<file path="src/rtl/onehot_pulse_decoder_if.sv">
// Code-request bus for onehot_pulse_decoder: valid/ready code input plus the timed strobe outputs.
interface onehot_pulse_decoder_if #(
  parameter int unsigned N_OUT = 12,
  parameter int unsigned IDX_W = 4
) ();
  logic             code_valid;
  logic [IDX_W-1:0] code;
  logic             code_ready;
  logic [N_OUT-1:0] onehot_out;
  logic             busy;
  logic             done;
  logic             err;

  modport master (
    output code_valid, code,
    input  code_ready, onehot_out, busy, done, err
  );

  modport slave (
    input  code_valid, code,
    output code_ready, onehot_out, busy, done, err
  );
endinterface

</file>
<file path="src/rtl/onehot_pulse_decoder.sv">
// Index-to-one-hot strobe generator: fires the selected line for PULSE_CYCLES, then holds an
// all-low gap of GAP_CYCLES before signalling done and accepting the next code.
module onehot_pulse_decoder #(
  parameter int unsigned N_OUT        = 12,
  parameter int unsigned IDX_W        = 4,
  parameter int unsigned PULSE_CYCLES = 4,
  parameter int unsigned GAP_CYCLES   = 2
) (
  input logic                  clock,
  input logic                  reset_n,
  onehot_pulse_decoder_if.slave bus
);

  localparam int unsigned CntMax = (PULSE_CYCLES > GAP_CYCLES) ?
                                   ((PULSE_CYCLES > 2) ? PULSE_CYCLES : 2) :
                                   ((GAP_CYCLES > 2) ? GAP_CYCLES : 2);
  localparam int unsigned CntW   = $clog2(CntMax);

  localparam logic [1:0] StIdle  = 2'd0;
  localparam logic [1:0] StPulse = 2'd1;
  localparam logic [1:0] StGap   = 2'd2;

  logic [1:0]       state_q, state_d;
  logic [CntW-1:0]  cnt_q, cnt_d;
  logic [N_OUT-1:0] onehot_q, onehot_d;
  logic             done_q, done_d;
  logic             err_q, err_d;
  logic             accept;
  logic             code_legal;

  assign bus.code_ready = (state_q == StIdle) && reset_n;
  assign accept         = bus.code_valid && bus.code_ready;
  // Zero-extend so the compare is unsigned regardless of IDX_W.
  assign code_legal     = {{(32-IDX_W){1'b0}}, bus.code} < N_OUT;

  always_comb begin
    state_d  = state_q;
    cnt_d    = cnt_q;
    onehot_d = onehot_q;
    done_d   = 1'b0;
    err_d    = 1'b0;
    case (state_q)
      StIdle: begin
        if (accept) begin
          if (code_legal) begin
            state_d  = StPulse;
            onehot_d = N_OUT'(1) << bus.code;
            cnt_d    = CntW'(PULSE_CYCLES - 1);
          end else begin
            err_d = 1'b1;
          end
        end
      end
      StPulse: begin
        if (cnt_q == '0) begin
          onehot_d = '0;
          if (GAP_CYCLES > 0) begin
            state_d = StGap;
            cnt_d   = CntW'(GAP_CYCLES - 1);
          end else begin
            state_d = StIdle;
            done_d  = 1'b1;
          end
        end else begin
          cnt_d = cnt_q - 1'b1;
        end
      end
      StGap: begin
        onehot_d = '0;
        if (cnt_q == '0) begin
          state_d = StIdle;
          done_d  = 1'b1;
        end else begin
          cnt_d = cnt_q - 1'b1;
        end
      end
      default: begin
        state_d  = StIdle;
        onehot_d = '0;
        cnt_d    = '0;
      end
    endcase
  end

  always_ff @(posedge clock) begin
    if (!reset_n) begin
      state_q  <= StIdle;
      cnt_q    <= '0;
      onehot_q <= '0;
      done_q   <= 1'b0;
      err_q    <= 1'b0;
    end else begin
      state_q  <= state_d;
      cnt_q    <= cnt_d;
      onehot_q <= onehot_d;
      done_q   <= done_d;
      err_q    <= err_d;
    end
  end

  assign bus.onehot_out = onehot_q;
  assign bus.busy       = (state_q == StPulse) || (state_q == StGap);
  assign bus.done       = done_q;
  assign bus.err        = err_q;

endmodule

</file>
<file path="src/flat_wrapper.sv">
// flat-port wrapper written by rule: the top's interface ports become plain ports
module onehot_pulse_decoder_flat 
#(
  parameter int unsigned N_OUT        = 12,
  parameter int unsigned IDX_W        = 4,
  parameter int unsigned PULSE_CYCLES = 4,
  parameter int unsigned GAP_CYCLES   = 2
)
  (clock, reset_n, bus_code_valid, bus_code, bus_code_ready, bus_onehot_out, bus_busy, bus_done, bus_err);
  onehot_pulse_decoder_if #(.N_OUT(N_OUT), .IDX_W(IDX_W)) bus_i ();
  input logic clock;
  input logic reset_n;
  input wire logic [$bits(bus_i.code_valid)-1:0] bus_code_valid;
  input wire logic [$bits(bus_i.code)-1:0] bus_code;
  output wire logic [$bits(bus_i.code_ready)-1:0] bus_code_ready;
  output wire logic [$bits(bus_i.onehot_out)-1:0] bus_onehot_out;
  output wire logic [$bits(bus_i.busy)-1:0] bus_busy;
  output wire logic [$bits(bus_i.done)-1:0] bus_done;
  output wire logic [$bits(bus_i.err)-1:0] bus_err;
  assign bus_i.code_valid = bus_code_valid;
  assign bus_i.code = bus_code;
  assign bus_code_ready = bus_i.code_ready;
  assign bus_onehot_out = bus_i.onehot_out;
  assign bus_busy = bus_i.busy;
  assign bus_done = bus_i.done;
  assign bus_err = bus_i.err;
  onehot_pulse_decoder #(.N_OUT(N_OUT), .IDX_W(IDX_W), .PULSE_CYCLES(PULSE_CYCLES), .GAP_CYCLES(GAP_CYCLES)) u_core (.clock(clock), .reset_n(reset_n), .bus(bus_i));
endmodule
</file>
<file path="config.mk">
export PLATFORM = sky130hd
export DESIGN_NAME = onehot_pulse_decoder_flat
export DESIGN_NICKNAME = d
export VERILOG_FILES = /design/src/rtl/onehot_pulse_decoder_if.sv /design/src/rtl/onehot_pulse_decoder.sv /design/src/flat_wrapper.sv
export SDC_FILE = /design/constraint.sdc
export NUM_CORES = 1
export LEC_CHECK = 0
export BUFFER_PORTS_ARGS = -buffer_cell sky130_fd_sc_hd__buf_4
export CAP_MARGIN = 5
export CORE_ASPECT_RATIO = 1.2
export CORE_UTILIZATION = 40
export CTS_BUF_LIST = sky130_fd_sc_hd__clkbuf_8
export DETAILED_ROUTE_END_ITERATION = 8
export PLACE_DENSITY_LB_ADDON = 0.12
export SYNTH_ARGS = -nofsm -noshare
export SYNTH_HDL_FRONTEND = slang
export SYNTH_SLANG_ARGS = --single-unit
</file>
<file path="constraint.sdc">
create_clock -name clock -period 1.48 [get_ports clock]
set_input_delay 0.074 -clock clock [delete_from_list [all_inputs] [get_ports clock]]
set_output_delay 0.074 -clock clock [all_outputs]
set_load 0.02 [all_outputs]
</file>
==> impl_metrics.ini, run 1 <==
[outcome]
status = finished clean

[cts]
root_buffer = clkbuf_8
cts_tree = yes
clk_latency_ns = 0.25
h-tree-depth = 1
numClockSinks = 18
clkTransAtPathRegs_ns = 0.07
cts_buffer_depth = 2
numCtsBuffers = 3
postCtsHoldBufs = 0

[hold_path]
hold_class = input port to register

[critical_path]
crit_path_start_kind = register
cp.arrival_ns = 1.59
cpPeakStageDelay_ns = 0.34
path_buf_inv = 3
path_cells = inv_2, ha_1, inv_2, a31o_1, o21ai_4, clkbuf_16, mux2i_1
crit_type = register to register
crit_slowest_cell = dfxtp_2
path_max_fanout = 6
crit_top_cell = inv_2
crit_required_ns = 1.66
path_delay_family = flip-flops
critPathCaptureType = register

[synthesis]
synth_compound_area_frac = 0.0575
yosysSeqAreaShare = 0.385
synth_top_family_by_area = simple AND/OR/NAND/NOR gates
synth_area_per_cell_um2 = 8.75
async_flop_share = 0
yosys.area_share.adder = 0.0936
synth_area_um2 = 936
ys_ff_latch = 18
syn-num-nets = 121
synthMuxAreaShare = 0.171
synth_flop_cell = dfxtp_1
synthSimpleGateAreaFrac = 0.230
synth_xor_xnor_area_share = 0
synth_warnings = 0
syn_inst = 107
synth_edf_count = 0
synth.distinct_cells = 23

[routing]
drc = 0
drtAntennaViolNets = 0
wl_per_cell_um = 11.4
vias = 810
dr.first_iter.drc_count = 10
dr.pass1.iters = 4
totalWireLength_um = 1910
via_per_inst = 4.82

[placement]
dp_cells = 163
placed_cell_area_um2 = 1180
dp_slack_ns = 0.0388
io_buffers = 22
hpwl_um = 1370
place.gp.congestion = 0.721

[sta]
rsz0062_at_grt = no
fin_crit_sh = 0.956
relSlewSlack = 0.689
fin_ws_ns = 0.0654
tightest_slew_ns = 0.466
fin_crit_ns = 1.41
hold_viol = 0
fmax_ghz = 0.707
final_max_slew_viol_count = 0
finalSetupViolations = 0
finalSetupTns_ns = 0
clock_skew_ns = 0.00544

[grt]
antenna_found_initial = 0
grt_max_degree = 28
grt_pass1_wl_um = 3040
grt_overflow = 0
grtUsageTotal = 0.170
grt_pass1_vias = 717

[floorplan]
die_w_um = 46.2
core-area_um2 = 2140
start_util = 0.437
die_h_um = 55.0
die_area_um2 = 2540
placementRows = 18
io_pins = 23

[job]
drv_cap = 0

[pwr]
peakVddDrop_v = 0.00102
comb_power_share = 0.552
power_density_nw_per_um2 = 1750
swShare = 0.361
leakage_nw = 0.594
p_clk_frac = 0.178
pwr-share-seq = 0.270
p_int_mw = 1.41
switchingPower_uw = 797

[cells_and_area]
fin_cells = 168
area_delta_synth_final_pct = 35.2
diodes = 0
final.fill_count = 195
drive_gt1_frac = 0.290
final_common_cell = nand2_1
most-common-layout-cells = nand2_1 (31), buf_4 (29), dfxtp_1 (17)
final_area_um2 = 1260
final_nets = 153
## flip-flops by register name, summed over array words and instances (netlist names)
signal / cells
u_core.state_q: 2
u_core.bus.onehot_out: 12
u_core.bus.done: 1
u_core.bus.err: 1
u_core.cnt_q: 2
## logic make-up after synthesis
family,after synthesis
multiplexers,16
adder cells (fa/ha/maj),7
AO/OA/AOI/OAI,7
AND/OR/NAND/NOR,48
flip-flops,18
buffers and inverters,11
## final timing paths
kind / cells after the start / to / slack, ns / start
worst max-delay path: 7 / u_core.bus.onehot_out[7] / 0.07 / u_core.state_q[1]
worst min register to register: 2 / u_core.bus.onehot_out[3] / 0.46 / u_core.bus.onehot_out[3]
worst max register to register: 7 / u_core.bus.onehot_out[7] / 0.07 / u_core.state_q[1]
worst min-delay path: 3 / u_core.bus.err / 0.09 / bus_code_valid
## Yosys cell counts, types with 2 or more instances
library cell,instances,share of area
clkbuf_1,2,0.0080
ha_1,7,0.094
o21ai_0,4,0.021
nand2_1,31,0.12
nor2_1,4,0.016
inv_1,6,0.024
mux2i_1,16,0.17
nor3b_1,2,0.016
dfxtp_1,18,0.39
nand4_1,4,0.027
## power groups by stage
stage / clock network, mW / logic [mW] / registers, mW
CTS: 0.399 / 1.11 / 0.593
detailed placement: 0 / 1.11 / 0.605
global placement: 0 / 1.09 / 0.599
global route: 0.424 / 1.33 / 0.604
floorplan: 0 / 0.752 / 0.629
finish: 0.393 / 1.22 / 0.597
## stage by stage
| stage | power (mW) | utilization | hold slack (ns) |
|---|---|---|---|
| after global placement | 1.69 | 0.551 | 0.355 |
| after CTS | 2.11 | 0.577 | 0.0953 |
| after global routing | 2.36 | 0.591 | 0.0973 |
| after detailed placement | 1.71 | 0.551 | 0.362 |
| final | 2.21 | 0.591 | 0.0949 |
| after floorplan | 1.38 | - | 0.200 |
## final cells by class
cell class	count	area, µm²	share of cell area
Clock buffer	4	55.1	0.0435
Inverter	7	26.3	0.0208
Multi-Input combinational cell	78	522	0.412
Sequential cell	18	362	0.286
Tap cell	30	37.5	0.0297
Timing Repair Buffer	31	263	0.208
## tightest hold or removal path: cells and delay by family
kind	cells	cell delay [ns]
buf+inv	1	0.11
simple gates	2	0.12
## per-layer routing
metal  track usage  up-vias  routed length, µm
li1              -      417                  -
met1         0.192      374                836
met2         0.291       15                975
met3        0.0325        4                 52
met4         0.103        0                 44
met5             0        -                  0
## timing repair
action                                  CTS  global route
buffers inserted                          0             0
endpoints found under the hold margin     0             0
endpoints found under the setup margin    0            15
gates resized for setup                   0             4
(Power assumes the default switching activity.)
==> inputs of run 2 (changes only) <==
--- a/config.mk
+++ b/config.mk
@@ -5,10 +5,13 @@
 export SDC_FILE = /design/constraint.sdc
 export NUM_CORES = 1
 export LEC_CHECK = 0
+export ABC_AREA = 1
 export BUFFER_PORTS_ARGS = -buffer_cell sky130_fd_sc_hd__buf_4
 export CAP_MARGIN = 5
+export CELL_PAD_IN_SITES_DETAIL_PLACEMENT = 2
+export CELL_PAD_IN_SITES_GLOBAL_PLACEMENT = 2
 export CORE_ASPECT_RATIO = 1.2
-export CORE_UTILIZATION = 40
+export CORE_UTILIZATION = 26
 export CTS_BUF_LIST = sky130_fd_sc_hd__clkbuf_8
 export DETAILED_ROUTE_END_ITERATION = 8
 export PLACE_DENSITY_LB_ADDON = 0.12
==> run 2 against run 1 <==
  * Power grew 49%
  * Count of clock-buffer cells in the layout is the same
  * Cell count grew 42%
  * Synthesized area grew 7.5%
  * Wire length grew 71%
  * Combinational power grew 69%
  * Flip-flop and latch count is the same
  * Largest power group unchanged
  * Worst hold slack is essentially flat
  * Non-clock buffer count grew 3
  * Register-to-register slack lost 0.03 ns
  * Die area grew 62%
  * Setup slack lost 0.026 ns
  * Largest cell class unchanged
==> impl_metrics.ini, run 2 <==
[pwr]
leakage_nw = 0.725
power_density_nw_per_um2 = 2220
swShare = 0.434
peakVddDrop_v = 0.000687
pwr-share-seq = 0.247
p_int_mw = 1.86
power_mw = 3.29
switchingPower_mw = 1.43
comb_power_share = 0.626
p_clk_frac = 0.127

[grt]
grt_pass1_vias = 1154
grtUsageTotal = 0.160
grt_overflow = 0
grt_pass1_wl_um = 5060
antenna_found_initial = 0
grt_max_degree = 25

[placement]
hpwl_um = 2240
io_buffers = 22
placed_cell_area_um2 = 1230
place.gp.congestion = 0.751
dp_cells = 227

[sta]
final_max_slew_viol_count = 0
relSlewSlack = 0.837
fmax_ghz = 0.694
fin_crit_sh = 0.974
fin_crit_ns = 1.44
finalSetupTns_ns = 0
finalSetupViolations = 0
hold_viol = 0
clock_skew_ns = 0.00197
tightest_slew_ns = 0.244
holdWs_ns = 0.0949

[cells_and_area]
final_common_cell = nand2_1
final_area_um2 = 1480
drive_gt1_frac = 0.305
most-common-layout-cells = nand2_1 (49), nor2_1 (34), buf_4 (29)
area_delta_synth_final_pct = 46.9
final.fill_count = 444
final_nets = 202
diodes = 0
fin_cells = 239
largest_reg_flops = 12

[floorplan]
io_pins = 23
core-area_um2 = 3660
die_h_um = 70.1
placementRows = 24
die_area_um2 = 4120
die_w_um = 58.8
start_util = 0.275

[cts]
cts_buffer_depth = 2
cts_tree = yes
h-tree-depth = 1
root_buffer = clkbuf_8
clk_latency_ns = 0.26
numCtsBuffers = 3
postCtsHoldBufs = 0
numClockSinks = 18
clkTransAtPathRegs_ns = 0.07

[routing]
dr.pass1.iters = 2
drtAntennaViolNets = 0
vias = 1036
dr.first_iter.drc_count = 11
totalWireLength_um = 3260
wl_per_cell_um = 13.6
via_per_inst = 4.33
drc = 0

[synthesis]
synth_warnings = 0
synth_compound_area_frac = 0.0460
yosysTopAreaCell = dfxtp_1
synth_xor_xnor_area_share = 0
yosys.area_share.adder = 0.0871
synth_flop_cell = dfxtp_1
synth_area_um2 = 1010
synth_area_per_cell_um2 = 6.53
yosysSeqAreaShare = 0.358
syn-num-nets = 168
synthSimpleGateAreaFrac = 0.398
post-synth-top-count-cell = nand2_1
synthTopCellsByArea = dfxtp_1 (36%), nand2_1 (19%), nor2_1 (13%), ha_1 (8.7%), inv_1 (6.3%)
async_flop_share = 0
synth_top_family_by_area = simple AND/OR/NAND/NOR gates
netlist_top_cells_count = nand2_1 (51), nor2_1 (35), dfxtp_1 (18), inv_1 (17), ha_1 (7)
syn_inst = 154
ys_ff_latch = 18
synth_edf_count = 0
synthMuxAreaShare = 0
synth.distinct_cells = 16
synth_top_cell_area_share = 0.358

[hold_path]
hold_class = input port to register

[outcome]
status = finished clean

[critical_path]
cp.arrival_ns = 1.60
cpPeakStageDelay_ns = 0.34
crit_top_cell = nand2_1
path_max_fanout = 6
crit_required_ns = 1.64
critPathCaptureType = register
crit_path_start_kind = register
crit_type = register to register
path_cells = buf_6, ha_4, nand2_2, nand2_4, nor2_4, clkbuf_16, nand2_1, nand2_1, nor2_1
crit_slowest_cell = dfxtp_2

[job]
drv_cap = 0
## run 2: cells by family after synthesis
family	Yosys count
compound gates	7
fa+ha+maj	7
buf+inv	23
flops	18
simple gates	99
## run 2: power by group through the flow
stage	Sequential, mW	Clock [mW]	Combinational, mW
after floorplan	1.00	0	0.839
after global placement	0.794	0	1.55
after detailed placement	0.809	0	1.62
after CTS	0.797	0.432	1.64
after global routing	0.836	0.455	2.30
final	0.813	0.418	2.06
## run 2: worst max-delay path, delay by kind of cell (launching register included)
family / cells / cell delay (ns)
adder cells (fa/ha/maj): 1 / 0.16
buffers and inverters: 2 / 0.32
flip-flops: 1 / 0.34
AND/OR/NAND/NOR: 6 / 0.52
## run 2: repair_timing
action                                 4_1_cts  5_1_grt
gates resized for setup                      2       24
pin swaps                                    0        5
setup endpoints to repair                    2       14
setup buffers                                0        5
endpoints found under the hold margin        0        0
cloned                                       0        3
## run 2: per-layer routing
metal / up-vias / GRT usage / routed length (µm)
li1: 531 / - / -
met1: 486 / 0.173 / 1270
met2: 15 / 0.301 / 1890
met3: 4 / 0.0222 / 61
met4: 0 / 0.0635 / 38
met5: - / 0 / 0
## run 2: area by class of cell
cell class | count | area (µm²) | area share
repair buffers | 34 | 310 | 0.210
inverters | 18 | 75.1 | 0.0508
flip-flops and latches | 18 | 365 | 0.247
clock buffers | 4 | 55.1 | 0.0373
well taps | 52 | 65.1 | 0.0440
multi-input cells | 113 | 607 | 0.411
## run 2: path summary, 6_finish.rpt
| path | slack (ns) | depth (start not counted) | start | to |
|---|---|---|---|---|
| hold reg to reg | 0.49 | 2 | u_core.bus.onehot_out[3] | u_core.bus.onehot_out[3] |
| setup reg to reg | 0.04 | 9 | u_core.state_q[0] | u_core.bus.onehot_out[10] |
| setup / recovery | 0.04 | 9 | u_core.state_q[0] | u_core.bus.onehot_out[10] |
| hold / removal | 0.09 | 3 | bus_code_valid | u_core.bus.err |
## run 2: per-stage QoR
stage	worst slack, ns	util
after floorplan	0.0875	-
after global placement	0.0975	0.337
after detailed placement	-0.0204	0.337
after CTS	0.00182	0.353
after global routing	-0.0509	0.403
final	0.0390	0.403
==> inputs of run 3 (changes only) <==
--- a/config.mk
+++ b/config.mk
@@ -6,15 +6,15 @@
 export NUM_CORES = 1
 export LEC_CHECK = 0
 export ABC_AREA = 1
-export BUFFER_PORTS_ARGS = -buffer_cell sky130_fd_sc_hd__buf_4
 export CAP_MARGIN = 5
 export CELL_PAD_IN_SITES_DETAIL_PLACEMENT = 2
 export CELL_PAD_IN_SITES_GLOBAL_PLACEMENT = 2
 export CORE_ASPECT_RATIO = 1.2
-export CORE_UTILIZATION = 26
+export CORE_UTILIZATION = 31
 export CTS_BUF_LIST = sky130_fd_sc_hd__clkbuf_8
 export DETAILED_ROUTE_END_ITERATION = 8
-export PLACE_DENSITY_LB_ADDON = 0.12
+export DONT_BUFFER_PORTS = 1
+export PLACE_DENSITY_LB_ADDON = 0.1
 export SYNTH_ARGS = -nofsm -noshare
 export SYNTH_HDL_FRONTEND = slang
 export SYNTH_SLANG_ARGS = --single-unit
==> run 3 against run 2 <==
  * The run now ends with negative hold slack left
  * Sequential power up 27%
  * Critical path depth fell by 1
  * Register-to-register slack gained 0.02 ns
  * Combinational power is 32% lower
  * Clock skew about the same
  * Largest power group unchanged
  * Highest routed layer unchanged
==> impl_metrics.ini, run 3 (synthesis gave the netlist of run 2 again) <==
[cts]
root_buffer = clkbuf_8
postCtsHoldBufs = 4
clk_latency_ns = 0.25
numCtsBuffers = 3
h-tree-depth = 1
numClockSinks = 18
clkTransAtPathRegs_ns = 0.07
cts_tree = yes
cts_buffer_depth = 2

[grt]
grt_pass1_vias = 1066
grt_pass1_wl_um = 4680
grt_overflow = 0
antenna_found_initial = 0
grt_max_degree = 20
grtUsageTotal = 0.186

[placement]
io_buffers = 0
dp_slack_ns = -0.000468
place.gp.congestion = 0.863
dp_cells = 190
hpwl_um = 1990

[cells_and_area]
most-common-layout-cells = nand2_1 (48), nor2_1 (34), dfxtp_1 (14)
drive_gt1_frac = 0.194
largest_reg_flops = 12
area_delta_synth_final_pct = 24.1
final.fill_count = 389
final_nets = 181
diodes = 0
final_common_cell = nand2_1
fin_cells = 201

[floorplan]
die_h_um = 64.4
die_w_um = 54
placementRows = 22
start_util = 0.326
io_pins = 23
core-area_um2 = 3080
die_area_um2 = 3480

[routing]
wl_per_cell_um = 13.9
dr.pass1.iters = 2
dr.first_iter.drc_count = 11
via_per_inst = 4.83
totalWireLength_um = 2790
drc = 0
drtAntennaViolNets = 0
vias = 970

[pwr]
power_density_nw_per_um2 = 2220
leakage_nw = 0.597
peakVddDrop_v = 0.00107
power_mw = 2.77

[critical_path]
reg2reg_from = u_core.state_q[1]
crit_required_ns = 1.63
cp.arrival_ns = 1.56
cpPeakStageDelay_ns = 0.34
worstSetupStartpoint = u_core.state_q[1]
path_cells = buf_4, ha_1, inv_1, nor2_1, nor2_1, nand3_1, nand2_1, nor2_1
critPathCaptureType = register
path_max_fanout = 4
crit_path_start_kind = register
crit_slowest_cell = dfxtp_2
crit_top_cell = nor2_1
crit_type = register to register

[hold_path]
hold_class = input port to register
min_from = reset_n

[sta]
holdWs_ns = -0.0673
fin_crit_sh = 0.959
fmax_ghz = 0.705
finalSetupViolations = 0
fin_crit_ns = 1.42
hold_viol = 16
tightest_slew_ns = 0.313
fin_ws_ns = 0.0610
clock_skew_ns = 0.00177
final_max_slew_viol_count = 0
relSlewSlack = 0.791

[outcome]
violations = negative hold slack
status = finished, violations left

[job]
drv_cap = 0
## run 3: changes by cell type in the layout (fill, tap and decap cells not counted), moves of 2 or more
cell / delta
clkbuf_16: -2
dlygate4sd3_1: +4
nor2_4: -2
nand2_2: +2
nor2_2: +2
buf_6: -2
buf_4: -22
inv_4: +2
## run 3: path summary, 6_finish.rpt
kind                             to  slack [ns]  cells past startpoint
setup / recovery  u_core.state_q[0]        0.06                      8
hold / removal    u_core.state_q[1]       -0.07                      2
setup reg to reg  u_core.state_q[0]        0.06                      8
hold reg to reg     u_core.cnt_q[1]        0.51                      2
## run 3: what timing repair did
action	4_1_cts	5_1_grt
gates cloned	1	0
pin swaps	2	4
endpoints found under the hold margin	18	16
gates resized for setup	7	14
buffers inserted	2	1
endpoints found under the setup margin	8	16
## run 3: layout make-up
cell class | count | area (µm²) | area share
well taps | 36 | 45.0 | 0.0361
repair buffers | 13 | 145 | 0.116
flip-flops and latches | 18 | 365 | 0.293
multi-input cells | 113 | 577 | 0.462
inverters | 18 | 75.1 | 0.0601
clock buffers | 3 | 41.3 | 0.0331
## run 3: per-layer routing
metal	routed length, µm	vias up	GRT usage
met5	0	-	0
met4	31	0	0.0737
met3	113	4	0.0405
met2	1600	18	0.347
met1	1050	463	0.188
li1	-	485	-
## run 3: per-stage QoR
stage	hold slack (ns)	setup TNS, ns	area (µm²)	utilization
2_1_floorplan	0.192	0	1010	-
3_3_place_gp	0.191	0	1060	0.343
3_5_place_dp	0.196	-0.000797	1060	0.343
4_1_cts	-0.0680	0	1220	0.396
5_1_grt	-0.0658	-0.102	1250	0.405
6_report	-0.0673	0	1250	0.405
## run 3: critical path: cells and delay by family, from the launching register on
family | cells | cell delay (ns)
AND/OR/NAND/NOR | 5 | 0.52
adder cells (fa/ha/maj) | 1 | 0.22
buffers and inverters | 2 | 0.23
flip-flops | 1 | 0.34
## run 3: where the power goes
part	switching, mW	leakage (nW)	internal, mW	total [mW]
Sequential	0.329	0.150	0.696	1.03
Combinational	0.750	0.425	0.654	1.40
Clock	0.163	0.0216	0.181	0.344
